## src/rtl/jam_cost_server_pkg.sv

```systemverilog
// Shared types and constants for the jam_cost_server cost-table responder.
package jam_cost_server_pkg;

    localparam int N           = 8;
    localparam int COST_W      = 7;
    localparam int SUM_W       = 10;
    localparam int TABLE_DEPTH = N * N;
    localparam int IDX_W       = 3;
    localparam int LIDX_W      = 6;

    typedef enum logic [1:0] {
        IDLE  = 2'd0,
        LOAD  = 2'd1,
        SERVE = 2'd2,
        DONE  = 2'd3
    } state_t;

endpackage

```

## src/rtl/jam_cost_mem.sv

```systemverilog
// 64x7 cost storage: one write port for the host load, one registered read
// port for engine lookups. The read register returns 0 whenever the read
// enable is low, so Cost stays quiet outside the serving states.
module jam_cost_mem
    import jam_cost_server_pkg::*;
(
    input  logic              CLK,
    input  logic              RST,
    input  logic              we,
    input  logic [LIDX_W-1:0] waddr,
    input  logic [COST_W-1:0] wdata,
    input  logic              re,
    input  logic [LIDX_W-1:0] raddr,
    output logic [COST_W-1:0] rdata
);

    logic [COST_W-1:0] mem [TABLE_DEPTH];

    // Table write; storage is deliberately not reset.
    always_ff @(posedge CLK) begin
        if (we) begin
            mem[waddr] <= wdata;
        end
    end

    // Registered read, forced to zero when the read port is disabled.
    always_ff @(posedge CLK or posedge RST) begin
        if (RST) begin
            rdata <= '0;
        end else if (re) begin
            rdata <= mem[raddr];
        end else begin
            rdata <= '0;
        end
    end

endmodule

```

## src/rtl/jam_cost_server.sv

```systemverilog
// Cost-table responder for the job-assignment engine: serial table load,
// 1-cycle cost lookups, and capture of the engine's final result.
// Optional feature macro: JAM_COST_SERVER_LOOKUP_CNT_EN adds lookup_cnt,
// a saturating count of SERVE cycles whose {W,J} changed.
//
// state | meaning
// IDLE  | after reset, waiting for load_start
// LOAD  | accepting 64 row-major entries from the host
// SERVE | table valid, answering lookups, waiting for jam_valid
// DONE  | result captured, lookups continue, load_start restarts a load
module jam_cost_server
    import jam_cost_server_pkg::*;
(
    input  logic              CLK,
    input  logic              RST,
    input  logic              load_start,
    input  logic              load_valid,
    input  logic [COST_W-1:0] load_data,
    output logic              load_ready,
    output logic              table_ready,
    input  logic [IDX_W-1:0]  W,
    input  logic [IDX_W-1:0]  J,
    output logic [COST_W-1:0] Cost,
    input  logic              jam_valid,
    input  logic [SUM_W-1:0]  jam_min_cost,
    input  logic [3:0]        jam_match_count,
    output logic              done,
    output logic [SUM_W-1:0]  result_min_cost,
    output logic [3:0]        result_match_count
`ifdef JAM_COST_SERVER_LOOKUP_CNT_EN
    ,
    output logic [15:0]       lookup_cnt
`endif
);

    state_t            state;
    logic [LIDX_W-1:0] load_idx;
    logic              accept;
    logic              mem_re;
    logic              restart;

    // load_ready is a registered copy of "state is LOAD", so it gates writes directly.
    assign accept  = load_valid & load_ready;
    assign restart = (state == DONE) && load_start;
    // Drop the read port on the edge that leaves DONE so Cost is already 0 in LOAD.
    assign mem_re  = (state == SERVE) || ((state == DONE) && !load_start);

    jam_cost_mem u_mem (
        .CLK   (CLK),
        .RST   (RST),
        .we    (accept),
        .waddr (load_idx),
        .wdata (load_data),
        .re    (mem_re),
        .raddr ({W, J}),
        .rdata (Cost)
    );

    // Sequencing FSM with registered handshake/status outputs and result capture.
    always_ff @(posedge CLK or posedge RST) begin
        if (RST) begin
            state              <= IDLE;
            load_ready         <= 1'b0;
            table_ready        <= 1'b0;
            done               <= 1'b0;
            load_idx           <= '0;
            result_min_cost    <= '0;
            result_match_count <= '0;
        end else begin
            case (state)
                IDLE: begin
                    if (load_start) begin
                        state      <= LOAD;
                        load_ready <= 1'b1;
                        load_idx   <= '0;
                    end
                end
                LOAD: begin
                    if (accept) begin
                        load_idx <= load_idx + LIDX_W'(1);
                        if (load_idx == LIDX_W'(TABLE_DEPTH - 1)) begin
                            state       <= SERVE;
                            load_ready  <= 1'b0;
                            table_ready <= 1'b1;
                        end
                    end
                end
                SERVE: begin
                    if (jam_valid) begin
                        state              <= DONE;
                        done               <= 1'b1;
                        result_min_cost    <= jam_min_cost;
                        result_match_count <= jam_match_count;
                    end
                end
                DONE: begin
                    // load_start takes priority; jam_valid is never looked at here.
                    if (load_start) begin
                        state       <= LOAD;
                        done        <= 1'b0;
                        table_ready <= 1'b0;
                        load_ready  <= 1'b1;
                        load_idx    <= '0;
                    end
                end
                default: begin
                    state       <= IDLE;
                    load_ready  <= 1'b0;
                    table_ready <= 1'b0;
                    done        <= 1'b0;
                end
            endcase
        end
    end

`ifdef JAM_COST_SERVER_LOOKUP_CNT_EN
    logic [LIDX_W-1:0] prev_key;

    // Count address changes while serving; cleared when a load begins, frozen otherwise.
    always_ff @(posedge CLK or posedge RST) begin
        if (RST) begin
            lookup_cnt <= '0;
            prev_key   <= '0;
        end else begin
            prev_key <= {W, J};
            if (((state == IDLE) && load_start) || restart) begin
                lookup_cnt <= '0;
            end else if ((state == SERVE) && ({W, J} != prev_key) &&
                         (lookup_cnt != 16'hFFFF)) begin
                lookup_cnt <= lookup_cnt + 16'd1;
            end
        end
    end
`endif

endmodule

```

## config.mk

```make
export PLATFORM = sky130hd
export DESIGN_NAME = jam_cost_server
export DESIGN_NICKNAME = d
export VERILOG_FILES = /design/src/rtl/jam_cost_server_pkg.sv /design/src/rtl/jam_cost_mem.sv /design/src/rtl/jam_cost_server.sv
export SDC_FILE = /design/constraint.sdc
export NUM_CORES = 1
export LEC_CHECK = 0
export CORE_MARGIN = 2
export CORE_UTILIZATION = 55
export DETAILED_ROUTE_END_ITERATION = 8
export DONT_BUFFER_PORTS = 1
export MAX_ROUTING_LAYER = met4
export PLACE_DENSITY = 0.8
export SKIP_LAST_GASP = 1
export SYNTH_ARGS = -nofsm -noshare
export SYNTH_HDL_FRONTEND = slang
export SYNTH_SLANG_ARGS = --single-unit
```

## constraint.sdc

```tcl
create_clock -name CLK -period 1.9 [get_ports CLK]
set_clock_uncertainty 0.2 [all_clocks]
set_input_delay 0.285 -clock CLK [delete_from_list [all_inputs] [get_ports CLK]]
set_output_delay 0.285 -clock CLK [all_outputs]
set_load 0.1 [all_outputs]
```

## Word level (Yosys, flattened, before mapping)

Memory sizes are Yosys's and may differ from the RTL's.
Index checks and enable logic that the tools add are counted.

| word-level totals | value |
|---|---|
| flip-flop bits (word level) | 32 |
| memory bits (writable) | 448 |
| input port bits | 32 |
| output and inout port bits | 24 |
| memories | 1 |

| cells by class | value |
|---|---|
| add/subtract/negate cells | 1 |
| equality and inequality tests | 9 |
| mux-type cells | 21 |
| bitwise logic cells | 1 |
| reduce and logical (&&, ||, !) cells | 14 |

Memories:

| name | depth | bits a word | read ports | clocked after Yosys merged registers in | wr ports | RTL line | source |
|---|---|---|---|---|---|---|---|
| u_mem.mem | 64 | 7 | 1 | 0 | 1 | jam_cost_mem.sv:17 | `logic [COST_W-1:0] mem [TABLE_DEPTH];` |

Operator list:

| cell | count |
|---|---|
| two-way mux 6 bit | 2 |
| case mux 6 bit (2 select lines) | 1 |
| AND reduction 4 bit | 3 |
| two-way mux 1 bit | 9 |
| two-way mux 2 bit | 4 |
| != test 2 bit (second input constant) | 4 |
| two-way mux 7 bit | 1 |
| adder 6 x 1 -> 6 bit (second input constant) | 1 |
| == test 6 bit (second input constant) | 1 |
| case mux 1 bit (2 select lines) | 3 |
| case mux 2 bit (3 select lines) | 1 |
| AND reduction 3 bit | 2 |
| nonzero test 2 bit | 3 |
| == test 2 bit (second input constant) | 2 |
| == test 2 x 1 -> 1 bit (second input constant) | 1 |
| logical NOT 2 bit | 1 |
| != test 2 x 1 -> 1 bit (second input constant) | 1 |
| AND reduction 2 bit | 1 |
| OR reduction 2 bit | 1 |
| bitwise AND 1 bit | 1 |
| logical AND 1 bit | 1 |
| logical NOT 1 bit | 1 |
| logical OR 1 bit | 1 |

## Logic depth before layout (Yosys ltp)

Gate-level depths: netlist of run 1.

| logic depth | value |
|---|---|
| depth after elaboration | 4 |
| mapped depth | 10 |
| mapped depth without buffers | 7 |

## By module

From an unflattened synthesis of run 1, not the netlist that was laid out.

| unflattened totals | value |
|---|---|
| cells, all modules | 926 |
| area, all modules | 18894.4 um2 |

By module, submodules not included:

| module | times used | cells each | area an instance (um2) | seq. area each (um2) |
|---|---|---|---|---|
| jam_cost_mem | 1 | 830 | 17713.2 | 13628.1 |
| jam_cost_server | 1 | 96 | 1181.1 | 625.6 |

## Least setup slack after synthesis of run 1

No wires, ideal clock.

| timing | value |
|---|---|
| path kind | register -> register |
| start point | register load_ready |
| end point | memory u_mem.mem[30][0] (enable) |
| library setup time | 360 ps |
| arrival time | 1992 ps |
| required time | 1340 ps |
| slack | -652 ps |
| cell stages (with the launch flop) | 5 |
| path buffers | 0 |
| cells stage by stage | dfrtp_1 -> nand2_1 -> nor2_1 -> nand3_1 -> nor2_1 |

| between the ends | value |
|---|---|
| word-level cells in the longest chain between the ends | 3 |

RTL lines:

| what | RTL line | source |
|---|---|---|
| start, declared | jam_cost_server.sv:19 | `output logic load_ready,` |
| start signal, assigned | jam_cost_server.sv:63 | `load_ready <= 1'b0;` |
| start signal, assigned | jam_cost_server.sv:74 | `load_ready <= 1'b1;` |
| start signal, assigned | jam_cost_server.sv:83 | `load_ready <= 1'b0;` |
| bitwise AND 1 bit | jam_cost_server.sv:43 | `assign accept = load_valid & load_ready;` |
| two-way mux 1 bit | jam_cost_mem.sv:21 | `if (we) begin` |
| two-way mux 1 bit (implied by the code) | jam_cost_mem.sv:22 | `mem[waddr] <= wdata;` |
| end, declared | jam_cost_mem.sv:17 |  |

Every way passes these cells.

## Final worst setup path of run 1

| timing | value |
|---|---|
| start point | input port W[0] |
| end point | register u_mem.rdata[5] |

| between the ends | value |
|---|---|
| word-level cells in the longest chain between the ends | 2 |

RTL lines:

| what | RTL line | source |
|---|---|---|
| start, declared | jam_cost_server.sv:21 | `input logic [IDX_W-1:0] W,` |
| memory (64 x 7 bit) | -- |  |
| two-way mux 7 bit | jam_cost_mem.sv:30 | `end else if (re) begin` |
| end signal, assigned | jam_cost_mem.sv:31 | `rdata <= mem[raddr];` |
| end, declared | jam_cost_mem.sv:14 | `output logic [COST_W-1:0] rdata` |

Every way passes these cells.
A chain may end at the register's enable or synchronous reset.

==> flow_metrics.tcl, run 1 <==
set metrics [dict create \
    die_h_um 189 \
    hold_class "in -> reg" \
    cts_tree "built" \
    async_reset_ff_share_pct 6.67 \
    grt_use_total_pct 25.9 \
    core_area_sq_mm 0.0337 \
    cp-start-kind "input port" \
    p_per_area_mw_per_mm2 1170 \
    grt_max_degree 108 \
    worstHoldEndpoint "u_mem.rdata[6]" \
    fin_util_pct 67.9 \
    clkTransAtPathRegs_ps 70 \
    drive_gt1_share_pct 37.6 \
    synth_simple_gate_area_share_pct 3.48 \
    reg2reg_depth 4 \
    rrSetupSlack_ps -300 \
    fmax_mhz 448 \
    yosysTopAreaCellShare_pct 71.2 \
    synth_edf_count 448 \
    grt_pass1_wl_um 65600 \
    post_drt_wl_per_cell_um 28.5 \
    fin_nets 1112 \
    peakVddDrop_uv 919 \
    synth_top_family_by_area "multiplexers" \
    post-dp-hpwl_um 24800 \
    r2r-end "u_mem.rdata[5]" \
    layout_commonest_cell "edfxtp_1" \
    syn_to_final_growth_pct 21.2 \
    period_needed_ps 2230 \
    initial_utilization_pct 56.1 \
    endpoint_kind "flip-flop" \
    final-setup-viol-count 7 \
    synth_compound_area_share_pct 2.23 \
    outcome "finished with violations" \
    max_slew.worst_pin.slew_ps 983 \
    io_buffers 0 \
    synthMuxAreaShare_pct 16.8 \
    synth-xor-area-share_pct 0 \
    n_fill_cell 1959 \
    root_buffer "clkbuf_16" \
    cpLargestDelayFamily "buffers and inverters" \
    power_leakage_nw 7.47 \
    relSlewSlack_pct 34.3 \
    grt_pass1_vias 10100 \
    hold_viol_final 0 \
    die_area_sq_mm 0.0358 \
    clock-sinks 480 \
    globalplace.congestion 0.936 \
    violations "negative setup slack" \
    ys_ff_latch 480 \
    drtIter0Drc 1407 \
    cap_violations 0 \
    seq_area_frac_synth_pct 75.5 \
    cp.required_ps 2170 \
    syn-num-nets 950 \
    max_stage_delay_ps 1190 \
    antenna_found_initial 4 \
    crit_slowest_cell "dlygate4sd3_1" \
    rsz0062_at_grt "yes" \
    p_total_mw 26.8 \
    multiInputGateArea_sq_mm 0.00485 \
    path_depth 6 \
    first_pass_iters 7 \
    cts_buffers 47 \
    min_path_cells 4 \
    placed_area_sq_mm 0.0205 \
    stdcell_area_sq_mm 0.0229 \
    dp_cells 1427 \
    synthFlopType "edfxtp_1" \
    netlist_top_cells_area "edfxtp_1, mux4_2, dfrtp_1, nor2_1, mux2i_1" \
    routed_wl_um 44600 \
    final_cell_mix "edfxtp_1, mux4_2, buf_4" \
    crit_type "in -> reg" \
    clockBufferDepth 3 \
    overflow 0 \
    synth_area_per_cell_sq_um 20.7 \
    synthDistinctLibCells 50 \
    instances_no_fill 1563 \
    drtAntennaViolNets 0 \
    via_per_inst 6.36 \
    cp_data_arrival_time_ps 2500 \
    worstReg2RegStart "u_mem.mem[19][5]" \
    syn_inst 913 \
    cp_max_fo 14 \
    vias 9940 \
    slew_violations 0 \
    rows 67 \
    syn_area_sq_mm 0.0189 \
    synth_adder_area_share_pct 0.331 \
    htree_levels 2 \
    regArea_sq_mm 0.0143 \
    yosys_warnings 0 \
    worst_slack_ps -330 \
    min_period_over_period_pct 117 \
    die_w_um 189 \
    crit_buf_inv 2 \
    clock_latency_ps 550 \
    drc 0 \
    hold_path.startpoint "W[0]" \
    yosysTopAreaCell "edfxtp_1" \
    io_pins 56 \
    worstPathCellList "dlygate4sd3_1 > nor2_2 > buf_4 > a22oi_1 > o211ai_1 > nand3_1" \
]
worst min-delay path: stages:
cell,delay (ps)
mux2i_1,70
nand2_1,90
o311ai_1,150
o211ai_1,120
cell usage after synthesis, types with 3 or more instances:
master,count
mux4_2,115
a21oi_1,16
nand2b_1,6
buf_4,14
buf_6,3
a22o_1,3
buf_2,8
nor3_1,6
ha_1,5
o22ai_1,6
nand2_1,28
nand3_1,11
o211ai_1,5
clkbuf_1,14
edfxtp_1,448
mux2i_1,26
mux2_2,17
a22oi_1,3
mux4_1,5
nand3b_1,5
dfrtp_1,32
o21ai_0,16
inv_1,7
nor2_1,78
through the flow:
step | setup TNS (ps) | hold WS [ps] | setup WS [ps]
finish | -1750 | 14.3 | -330
floorplan | -23560 | 184 | -124
CTS | -1470 | -302 | -252
global route | -2000 | 4.10 | -338
detailed placement | -1380 | 119 | -239
global placement | -758 | 106 | -214
area by class of cell:
type	count	share of cell area, %
Clock inverter	19	0.711
Tap cell	448	2.45
Timing Repair Buffer	156	7.38
Sequential cell	480	62.3
Multi-Input combinational cell	381	21.2
Antenna cell	3	0.0328
Clock buffer	67	5.78
Inverter	9	0.148
metal layers:
metal  track usage [%]  up-vias  share of wire (%)
met4              10.4        0                4.0
met1              32.8     5168                 36
met2              41.8      575                 51
met5                 -        -                  0
met3              5.21      116                9.0
li1                  -     4081                  -
flip-flops by register name, indices dropped and copies added (netlist names):
signal              cells
result_min_cost        10
done                    1
table_ready             1
u_mem.mem             448
result_match_count      4
load_idx                6
load_ready              1
state                   2
u_mem.rdata             7
kinds of logic after synthesis:
| kind of cell | Yosys count |
|---|---|
| AO/OA/AOI/OAI | 65 |
| adder cells (fa/ha/maj) | 5 |
| buffers and inverters | 52 |
| flip-flops | 480 |
| multiplexers | 163 |
| AND/OR/NAND/NOR | 148 |
report_power, final:
group / internal, mW / leakage, nW / switching (mW)
registers: 12.0 / 4.41 / 0.287
logic: 1.81 / 2.32 / 3.75
clock network: 5.14 / 0.731 / 3.82
total: 19.0 / 7.47 / 7.85
what timing repair did:
item                                    CTS  global route
resized for setup                        11            44
gates cloned                              0             0
buffers inserted                          3             6
hold buffers                             35             3
endpoints found under the hold margin   507             6
endpoints found under the setup margin   44           258
pin swaps                                 6            14
worst max-delay path by stage:
stage                          end             start  slack, ps
CTS                 u_mem.rdata[5]  u_mem.mem[19][5]       -250
global placement    u_mem.rdata[5]              J[0]       -210
finish              u_mem.rdata[5]              W[0]       -330
global route        u_mem.rdata[5]              W[0]       -340
floorplan           u_mem.rdata[3]              J[1]       -120
detailed placement  u_mem.rdata[3]  u_mem.mem[19][3]       -240
(Power assumes the default switching activity.)
==> run 2, diff against run 1 <==
ABC_CLOCK_PERIOD_IN_PS = 1900   (was not set)
==> results of run 2 <==
No change in the layout: final DEF, timing and power equal those of run 1.
